[config.mk]
export PLATFORM = sky130hd
export DESIGN_NAME = apb_timer_regbank
export DESIGN_NICKNAME = d
export VERILOG_FILES = /design/src/rtl/apb_timer_regbank.sv
export SDC_FILE = /design/constraint.sdc
export NUM_CORES = 1
export LEC_CHECK = 0
export CAP_MARGIN = 20
export CORE_MARGIN = 2
export CORE_UTILIZATION = 46
export DETAILED_ROUTE_END_ITERATION = 12
export PLACE_DENSITY = 0.95
export SYNTH_ARGS = -nofsm -noshare
export SYNTH_HDL_FRONTEND = slang
export SYNTH_SLANG_ARGS = --single-unit
[constraint.sdc]
create_clock -name pclk -period 4.7 [get_ports pclk]
set_clock_uncertainty 0.05 [all_clocks]
set_input_delay 0.94 -clock pclk [delete_from_list [all_inputs] [get_ports pclk]]
set_output_delay 0.94 -clock pclk [all_outputs]
set_load 0.01 [all_outputs]
[src/rtl/apb_timer_regbank.sv]
// APB3 register bank for NUM_CH timer channels (TDR/TCR/TSR per channel, 4-word stride).
// Optional feature: define TIMER_IRQ_EN for TCR[3:2] interrupt enables and a registered irq output.
module apb_timer_regbank #(
  parameter int ADDR_WIDTH  = 8,
  parameter int DATA_WIDTH  = 8,
  parameter int NUM_CH      = 4,
  parameter int WAIT_CYCLES = 0
) (
  input  logic                         pclk,
  input  logic                         presetn,
  input  logic                         psel,
  input  logic                         penable,
  input  logic                         pwrite,
  input  logic [ADDR_WIDTH-1:0]        paddr,
  input  logic [DATA_WIDTH-1:0]        pwdata,
  output logic [DATA_WIDTH-1:0]        prdata,
  output logic                         pready,
  output logic                         pslverr,
  input  logic [NUM_CH-1:0]            s_ovf,
  input  logic [NUM_CH-1:0]            s_udf,
  output logic [NUM_CH*DATA_WIDTH-1:0] tdr_reg,
  output logic [NUM_CH*DATA_WIDTH-1:0] tcr_reg,
  output logic [NUM_CH*DATA_WIDTH-1:0] tsr_reg
`ifdef TIMER_IRQ_EN
  ,
  output logic [NUM_CH-1:0]            irq
`endif
);

  localparam int CW = (WAIT_CYCLES > 0) ? $clog2(WAIT_CYCLES + 1) : 1;
  localparam logic [CW-1:0]         WAIT_LOAD = CW'(WAIT_CYCLES);
  localparam logic [ADDR_WIDTH-1:0] NUM_CH_A  = ADDR_WIDTH'(NUM_CH);
`ifdef TIMER_IRQ_EN
  localparam logic [7:0] TCR_MASK8 = 8'hBF;
`else
  localparam logic [7:0] TCR_MASK8 = 8'hB3;
`endif
  localparam logic [DATA_WIDTH-1:0] TCR_MASK = DATA_WIDTH'(TCR_MASK8);

  typedef enum logic [1:0] {IDLE, SETUP, ACCESS} state_e;

  state_e                  state_q, state_d, phase;
  logic [CW-1:0]           cnt_q, cnt_d;
  logic [ADDR_WIDTH-1:0]   ch_idx;
  logic [1:0]              offset;
  logic                    addr_err;
  logic                    wr_en;

  assign ch_idx   = paddr >> 2;
  assign offset   = paddr[1:0];
  assign addr_err = (offset == 2'd3) || (ch_idx >= NUM_CH_A);
  assign wr_en    = pready && pwrite && !addr_err;

  // The SETUP phase is the bus cycle carrying psel & ~penable, so it is decoded
  // from IDLE plus the inputs; this puts pready in the right ACCESS cycle.
  always_comb begin
    phase = state_q;
    if (state_q == IDLE && psel && !penable) phase = SETUP;
  end

  // State register
  always_ff @(posedge pclk or negedge presetn) begin
    // NOTE: sequential state uses nonblocking assignments so all flops sample together.
    if (!presetn) begin
      state_q <= IDLE;
      cnt_q   <= '0;
    end else begin
      state_q <= state_d;
      cnt_q   <= cnt_d;
    end
  end

  // Next-state logic
  always_comb begin
    // NOTE: defaults first so every path assigns and no latch is inferred.
    state_d = state_q;
    cnt_d   = cnt_q;
    unique case (phase)
      IDLE:   state_d = IDLE;
      SETUP: begin
        state_d = ACCESS;
        cnt_d   = WAIT_LOAD;
      end
      ACCESS: begin
        if (!psel)              state_d = IDLE;
        else if (cnt_q != '0)   cnt_d   = cnt_q - 1'b1;
        else if (penable)       state_d = IDLE;
      end
      default: state_d = IDLE;
    endcase
  end

  // Output logic
  always_comb begin
    pready  = (state_q == ACCESS) && (cnt_q == '0) && psel && penable;
    pslverr = pready && addr_err;
    prdata  = '0;
    if (pready && !pwrite && !addr_err) begin
      for (int i = 0; i < NUM_CH; i++) begin
        if (ch_idx == ADDR_WIDTH'(i)) begin
          unique case (offset)
            2'd0:    prdata = tdr_reg[i*DATA_WIDTH +: DATA_WIDTH];
            2'd1:    prdata = tcr_reg[i*DATA_WIDTH +: DATA_WIDTH];
            2'd2:    prdata = tsr_reg[i*DATA_WIDTH +: DATA_WIDTH];
            default: prdata = '0;
          endcase
        end
      end
    end
  end

  for (genvar c = 0; c < NUM_CH; c++) begin : g_ch
    logic [DATA_WIDTH-1:0] tdr_q, tcr_q;
    logic [1:0]            tsr_q;
    logic                  sel, clr_ovf, clr_udf;

    assign sel     = wr_en && (ch_idx == ADDR_WIDTH'(c));
    assign clr_ovf = sel && (offset == 2'd2) && pwdata[0];
    assign clr_udf = sel && (offset == 2'd2) && pwdata[1];

    always_ff @(posedge pclk or negedge presetn) begin
      if (!presetn) begin
        tdr_q <= '0;
        tcr_q <= '0;
        tsr_q <= '0;
      end else begin
        if (sel && offset == 2'd0) tdr_q <= pwdata;
        if (sel && offset == 2'd1) tcr_q <= pwdata & TCR_MASK;
        // A set event in the same cycle as a clear wins.
        tsr_q[0] <= s_ovf[c] | (tsr_q[0] & ~clr_ovf);
        tsr_q[1] <= s_udf[c] | (tsr_q[1] & ~clr_udf);
      end
    end

    assign tdr_reg[c*DATA_WIDTH +: DATA_WIDTH] = tdr_q;
    assign tcr_reg[c*DATA_WIDTH +: DATA_WIDTH] = tcr_q;
    assign tsr_reg[c*DATA_WIDTH +: DATA_WIDTH] = {{(DATA_WIDTH-2){1'b0}}, tsr_q};

`ifdef TIMER_IRQ_EN
    logic irq_q;
    always_ff @(posedge pclk or negedge presetn) begin
      if (!presetn) irq_q <= 1'b0;
      else          irq_q <= |(tsr_q & tcr_q[3:2]);
    end
    assign irq[c] = irq_q;
`endif
  end

endmodule

==> flow_metrics.tcl, run 1 <==
set metrics [dict create \
    drive_above_1_share_pct 23.2 \
    area_growth_pct 36.1 \
    port_buffers 98 \
    floorplan.initialDensity_pct 47.4 \
    postSynthRegisterBits 61 \
    min-delay-path-class "flop to flop" \
    syn-instance-count 267 \
    most_common_flop_cell_mapped_by_yosys "sky130_fd_sc_hd__dfrtp_1" \
    worst_setup_path_start_kind "input pin" \
    cts_sinks 61 \
    crit_type "input pin to output pin" \
    arrival_ns 3.58 \
    drt_iter0_drc 152 \
    top_cells_by_area_synth "sky130_fd_sc_hd__dfrtp_1 (47%), sky130_fd_sc_hd__mux2_2 (20%), sky130_fd_sc_hd__buf_4 (8.6%)" \
    end_kind "output pin" \
    crit_required_ns 3.71 \
    design.core.area_um2 6790 \
    number_of_flops_mapped_to_enable_cells_by_yosys 0 \
    worst_setup_hold_path_clk_slew_ns 0.06 \
    fin_worst_hold_slack_ns 0.463 \
    multiInputGateArea_um2 1510 \
    h-tree-depth 3 \
    fmax_mhz 219 \
    placed_cells_incl_taps 457 \
    pwr_density_cell_nw_per_um2 253 \
    nNetsFinal 401 \
    synth.cell_area_um2 3220 \
    worst-slew-pin-transition_ns 0.771 \
    slew-limit-headroom_pct 48.6 \
    max-vdd-ir-drop_mv 0.167 \
    wire_per_inst_um 18.2 \
    grt_setup_unrepaired "no" \
    asyncSetResetFlopFracSynth_pct 100 \
    grt_pass1_vias 2442 \
    final.setup.tns_ns 0 \
    grt_pass1_wl_um 13100 \
    syn-mean-instance-area_um2 12.1 \
    fp.dieW_um 87.6 \
    total_leakage_power_nw 1.99 \
    yosys-top-cells-count "sky130_fd_sc_hd__dfrtp_1 (61), sky130_fd_sc_hd__mux2_2 (57), sky130_fd_sc_hd__buf_4 (37)" \
    ys.warnings.count 0 \
    synth.most_common_cell "sky130_fd_sc_hd__dfrtp_1" \
    routed-via-count 2457 \
    fp-row-count 30 \
    clock-root-buffer "sky130_fd_sc_hd__clkbuf_8" \
    finish.cell_count_without_fillers 471 \
    finalWirelength_um 8550 \
    die_h_um 87.6 \
    boundaryPins 135 \
    insertedDiodeCount 0 \
    worst-path-max-fanout 7 \
    drt.antenna.violating_nets 0 \
    final_setup_vio_count 0 \
    fillCellCount 496 \
    synthDominantCellAreaShare_pct 47.4 \
    clock_latency_ns 0.34 \
    grt.overflow.total 0 \
    synth_largest_area_cell "sky130_fd_sc_hd__dfrtp_1" \
    hold_viol 0 \
    synth.distinct_cells 38 \
    postLayoutCoreUtil_pct 64.5 \
    dp_hpwl_um 6100 \
    cts_resized 0 \
    cts_setup_buffers 0 \
    finalWeightedCongestion 0.822 \
    fin_crit_ns 4.57 \
    post_drt_via_cell_ratio 5.22 \
    drtPass1Iterations 4 \
    report.final.slew_viol_count 0 \
    outcome "completed" \
    postCtsHoldBufs 0 \
    die-area_um2 7680 \
    ctsLongestPathBuffers 2 \
    grt_start_max_net_pins 62 \
    layout_worst_path_cycle_share_pct 97.2 \
    number_of_antenna_violations_at_the_first_check_in_global_routing 0 \
    cts_made_buffers 9 \
    total_power_mw 1.11 \
    maxCapViolations 0 \
    gr-usage-all-layers_pct 23.2 \
    sequential_cell_area_um2 1530 \
    synth.yosys.seq_area_share_pct 47.4 \
    drc 0 \
    tritoncts "built" \
]
path summary, 6_finish.rpt:
path,from,to,slack [ns],cells past startpoint
min in group asynchronous,presetn,g_ch[1].tdr_q[4],0.71,2
max,paddr[7],prdata[7],0.13,6
min reg2reg,g_ch[2].tsr_q[0],g_ch[2].tsr_q[0],0.46,1
max in group asynchronous,presetn,g_ch[2].tdr_q[2],3.39,2
min,g_ch[2].tsr_q[0],g_ch[2].tsr_q[0],0.46,1
max reg2reg,state_q[1],g_ch[2].tcr_q[4],2.72,5
stage by stage:
stage	area, um^2	setup slack [ns]
2_1_floorplan	3350	1.27
3_3_place_gp	4180	0.233
3_5_place_dp	4180	0.125
4_1_cts	4380	0.108
5_1_grt	4380	0.0503
6_report	4380	0.132
cells in the final DEF, fill, tap and decap left out, types with 2 or more instances in the layout:
cell	instances
sky130_fd_sc_hd__a211oi_1	3
sky130_fd_sc_hd__a21o_1	10
sky130_fd_sc_hd__a21oi_1	7
sky130_fd_sc_hd__and4_1	2
sky130_fd_sc_hd__buf_4	6
sky130_fd_sc_hd__clkbuf_8	12
sky130_fd_sc_hd__clkdlybuf4s50_1	97
sky130_fd_sc_hd__conb_1	36
sky130_fd_sc_hd__dfrtp_1	61
sky130_fd_sc_hd__mux2_1	2
sky130_fd_sc_hd__mux2_2	57
sky130_fd_sc_hd__mux2i_1	12
sky130_fd_sc_hd__mux4_2	3
sky130_fd_sc_hd__nand2_1	15
sky130_fd_sc_hd__nand2_2	4
sky130_fd_sc_hd__nand2b_1	3
sky130_fd_sc_hd__nor2_1	9
sky130_fd_sc_hd__nor2b_1	5
sky130_fd_sc_hd__nor3b_1	3
sky130_fd_sc_hd__nor4_1	2
sky130_fd_sc_hd__o21ai_0	7
cell type report:
class | count | area share [%]
Inverter | 1 | 0.0857
Timing Repair Buffer | 104 | 23.3
Tap cell | 96 | 2.74
Clock inverter | 1 | 0.686
Multi-Input combinational cell | 195 | 34.5
Sequential cell | 61 | 34.8
Clock buffer | 13 | 3.86
worst max-delay path, cell delays in order:
cell and delay, ns:
sky130_fd_sc_hd__clkdlybuf4s50_1 0.42, sky130_fd_sc_hd__or4_4 0.58, sky130_fd_sc_hd__or4_1 0.70, sky130_fd_sc_hd__a21oi_1 0.23, sky130_fd_sc_hd__o2bb2ai_1 0.14, sky130_fd_sc_hd__clkdlybuf4s50_1 0.56
kinds of logic after synthesis:
group	count (synthesis)	synth area share (%)
AOI/OAI and AO/OA	32	6.53
muxes	74	26.5
buffers and inverters	46	9.72
DFF	61	47.4
and+or+nand+nor	53	9.72
other	1	0.117
per-layer routing:
metal / part of all wire, % / GRT usage (%)
met4: 2.7 / 11.0
met3: 9.9 / 9.14
met2: 47 / 35.3
met1: 40 / 29.1
met5: 0 / 0
sequential cells by signal (all words and copies together), names as in the netlist:
name and cells:
g_ch.tdr_q 32, g_ch.tsr_q 8, state_q 1, g_ch.tcr_q 20
power breakdown:
group          internal (mW)  switching (mW)  leakage, nW
Sequential             0.528         0.00164        0.809
Combinational         0.0407          0.0611         1.08
Clock                  0.283           0.193        0.102
Total                  0.851           0.256         1.99
No activity file was read; power rests on OpenSTA's default activity.
==> inputs of run 2 (changes only) <==
--- a/config.mk
+++ b/config.mk
@@ -7,9 +7,9 @@
 export LEC_CHECK = 0
 export CAP_MARGIN = 20
 export CORE_MARGIN = 2
-export CORE_UTILIZATION = 46
+export CORE_UTILIZATION = 39
 export DETAILED_ROUTE_END_ITERATION = 12
-export PLACE_DENSITY = 0.95
+export PLACE_DENSITY = 0.87
 export SYNTH_ARGS = -nofsm -noshare
 export SYNTH_HDL_FRONTEND = slang
 export SYNTH_SLANG_ARGS = --single-unit
==> constraint.sdc (replaced) <==
create_clock -name pclk -period 4.1 [get_ports pclk]
set_clock_uncertainty 0.05 [all_clocks]
set_input_delay 0.82 -clock pclk [delete_from_list [all_inputs] [get_ports pclk]]
set_output_delay 0.82 -clock pclk [all_outputs]
set_load 0.01 [all_outputs]
==> run 2 against run 1 <==
Effect of this change:
- die area increased by 17%
- combinational power rose by 21%
- non-clock buffer count rose by 8
- register-to-register slack got worse by 0.71 ns
- via count up 1.1%
- flip-flop and latch count unchanged
- final area rose by 1.8%
- sequential power up 15%
- critical path type unchanged
- largest cell class unchanged
- largest power group unchanged
==> flow_metrics.tcl, run 2 (same netlist as run 1, synthesis figures left out) <==
set metrics [dict create \
    max-vdd-ir-drop_mv 0.169 \
    drt_iter0_drc 95 \
    design.core.area_um2 8090 \
    grt.overflow.total 0 \
    crit_type "input pin to output pin" \
    comb_power_share_pct 9.7 \
    clock-root-buffer "sky130_fd_sc_hd__clkbuf_8" \
    total_power_mw 1.28 \
    crit_required_ns 3.23 \
    largest_reg_flops 32 \
    tritoncts "built" \
    finalWirelength_um 9100 \
    die-area_um2 8990 \
    grt_setup_unrepaired "no" \
    worst_setup_path_start_kind "input pin" \
    nNetsFinal 409 \
    routed-via-count 2485 \
    maxCapViolations 0 \
    report.final.slew_viol_count 0 \
    worst-slew-pin-transition_ns 0.922 \
    cts_made_buffers 9 \
    boundaryPins 135 \
    worst_path_max_delay_cell "sky130_fd_sc_hd__or4_4" \
    die_h_um 94.8 \
    drive_above_1_share_pct 25.5 \
    cts_setup_buffers 0 \
    critical_path.top_delay_family "simple AND/OR/NAND/NOR gates" \
    fin_crit_ns 3.96 \
    finish.cell_count_without_fillers 489 \
    most_frequent_standard_cell_in_the_layout_excluding_fill_and_tap_cells "sky130_fd_sc_hd__clkdlybuf4s50_1" \
    total_leakage_power_nw 2.11 \
    grt_start_max_net_pins 42 \
    largestRegisters "g_ch.tdr_q: 32 flops, g_ch.tcr_q: 20 flops, g_ch.tsr_q: 8 flops" \
    port_buffers 98 \
    mostFrequentLayoutCells "sky130_fd_sc_hd__clkdlybuf4s50_1 (90), sky130_fd_sc_hd__dfrtp_1 (61), sky130_fd_sc_hd__mux2_2 (57), sky130_fd_sc_hd__conb_1 (36), sky130_fd_sc_hd__nand2_1 (15)" \
    dpl_worst_slack_ns -0.0605 \
    worst_slack_ns 0.139 \
    layout_worst_path_cycle_share_pct 96.6 \
    final_setup_vio_count 0 \
    ctsLongestPathBuffers 2 \
    fillCellCount 712 \
    outcome "completed" \
    post_drt_via_cell_ratio 5.08 \
    placed_area_um2 4250 \
    number_of_antenna_violations_at_the_first_check_in_global_routing 0 \
    gr-usage-all-layers_pct 20.9 \
    timing.critical_path.slowest_cell_delay_ns 0.57 \
    floorplan.initialDensity_pct 39.8 \
    finish.instance_area_um2 4460 \
    wire_per_inst_um 18.6 \
    intPower_mw 0.963 \
    cp_cell_sequence "clkdlybuf4s50_1 > or4_4 > nor4b_2 > o21ai_0 > and4b_1 > clkdlybuf4s50_1" \
    fmax_mhz 252 \
    pwr_density_cell_nw_per_um2 286 \
    cts_sinks 61 \
    area_growth_pct 38.6 \
    h-tree-depth 3 \
    net-switching-power_mw 0.314 \
    crit_buf_inv 2 \
    insertedDiodeCount 0 \
    hold_viol 0 \
    end_kind "output pin" \
    switching_share_of_power_pct 24.6 \
    fp-row-count 33 \
    registers.top_by_ff_count "g_ch.tdr_q" \
    drt.antenna.violating_nets 0 \
    grt_pass1_wl_um 13700 \
    finalWeightedCongestion 0.795 \
    fp.dieW_um 94.8 \
    dp_hpwl_um 6660 \
    arrival_ns 3.09 \
    placed_cells_incl_taps 474 \
    seq_power_share_pct 47.5 \
    min-delay-path-class "flop to flop" \
    worst_setup_hold_path_clk_slew_ns 0.07 \
    drtPass1Iterations 6 \
    clock_latency_ns 0.34 \
    power_frac_clock_pct 42.9 \
    grt_pass1_vias 2513 \
    worst-path-max-fanout 3 \
    critical_path.most_common_cell "sky130_fd_sc_hd__clkdlybuf4s50_1" \
    drc 0 \
    slew-limit-headroom_pct 38.5 \
]
## run 2: changes by cell type in the layout (fill, tap and decap cells not counted), sizes merged
cell / change
clkinv: +2
clkbuf: -2
clkinvlp: +1
dlymetal6s2s: +3
clkdlybuf4s50: -7
buf: +8
dlygate4sd2: +4
## run 2: layer usage
metal  up-vias  global-route usage (%)  part of all wire [%]
li1       1103                       -                     -
met1      1259                    25.2                    41
met2       109                    36.1                    51
met3        14                    4.79                   6.6
met4         0                    7.97                   1.2
met5         -                       0                     0
## run 2: timing repair
item                                    in CTS  in global routing
pin swaps                                    0                  1
hold buffers                                 0                  0
resized for setup                            5                  3
endpoints found under the setup margin       5                  3
## run 2: final timing paths
kind                             startpoint          endpoint  slack, ns  depth (start not counted)
max                                paddr[7]         prdata[0]       0.14                          6
min reg2reg                g_ch[1].tsr_q[1]  g_ch[1].tsr_q[1]       0.46                          1
min                        g_ch[1].tsr_q[1]  g_ch[1].tsr_q[1]       0.46                          1
max in group asynchronous           presetn  g_ch[2].tcr_q[0]       2.58                          2
max reg2reg                      state_q[1]  g_ch[1].tcr_q[5]       2.01                          5
min in group asynchronous           presetn  g_ch[2].tdr_q[4]       0.55                          1
## run 2: power groups by stage
stage	sequential (mW)	combinational, mW	clock (mW)
finish	0.606	0.123	0.548
global route	0.606	0.136	0.586
CTS	0.606	0.124	0.555
detailed placement	0.618	0.123	0
global placement	0.617	0.121	0
floorplan	0.618	0.0745	0
## run 2: area by class of cell
| cell class | count | area, um^2 | area share, % |
|---|---|---|---|
| Clock buffer | 11 | 151 | 3.39 |
| Clock inverter | 4 | 47.5 | 1.07 |
| Inverter | 1 | 3.75 | 0.0842 |
| Multi-Input combinational cell | 195 | 1520 | 34.0 |
| Sequential cell | 61 | 1530 | 34.2 |
| Tap cell | 105 | 131 | 2.95 |
| Timing Repair Buffer | 112 | 1080 | 24.3 |
## run 2: metrics by stage
step,util (%),hold slack [ns],setup TNS [ns]
6_report,55.1,0.464,0
5_1_grt,55.1,0.495,0
4_1_cts,55.0,0.473,0
3_5_place_dp,52.6,0.456,-0.117
3_3_place_gp,52.6,0.434,-0.120
2_1_floorplan,-,0.474,0
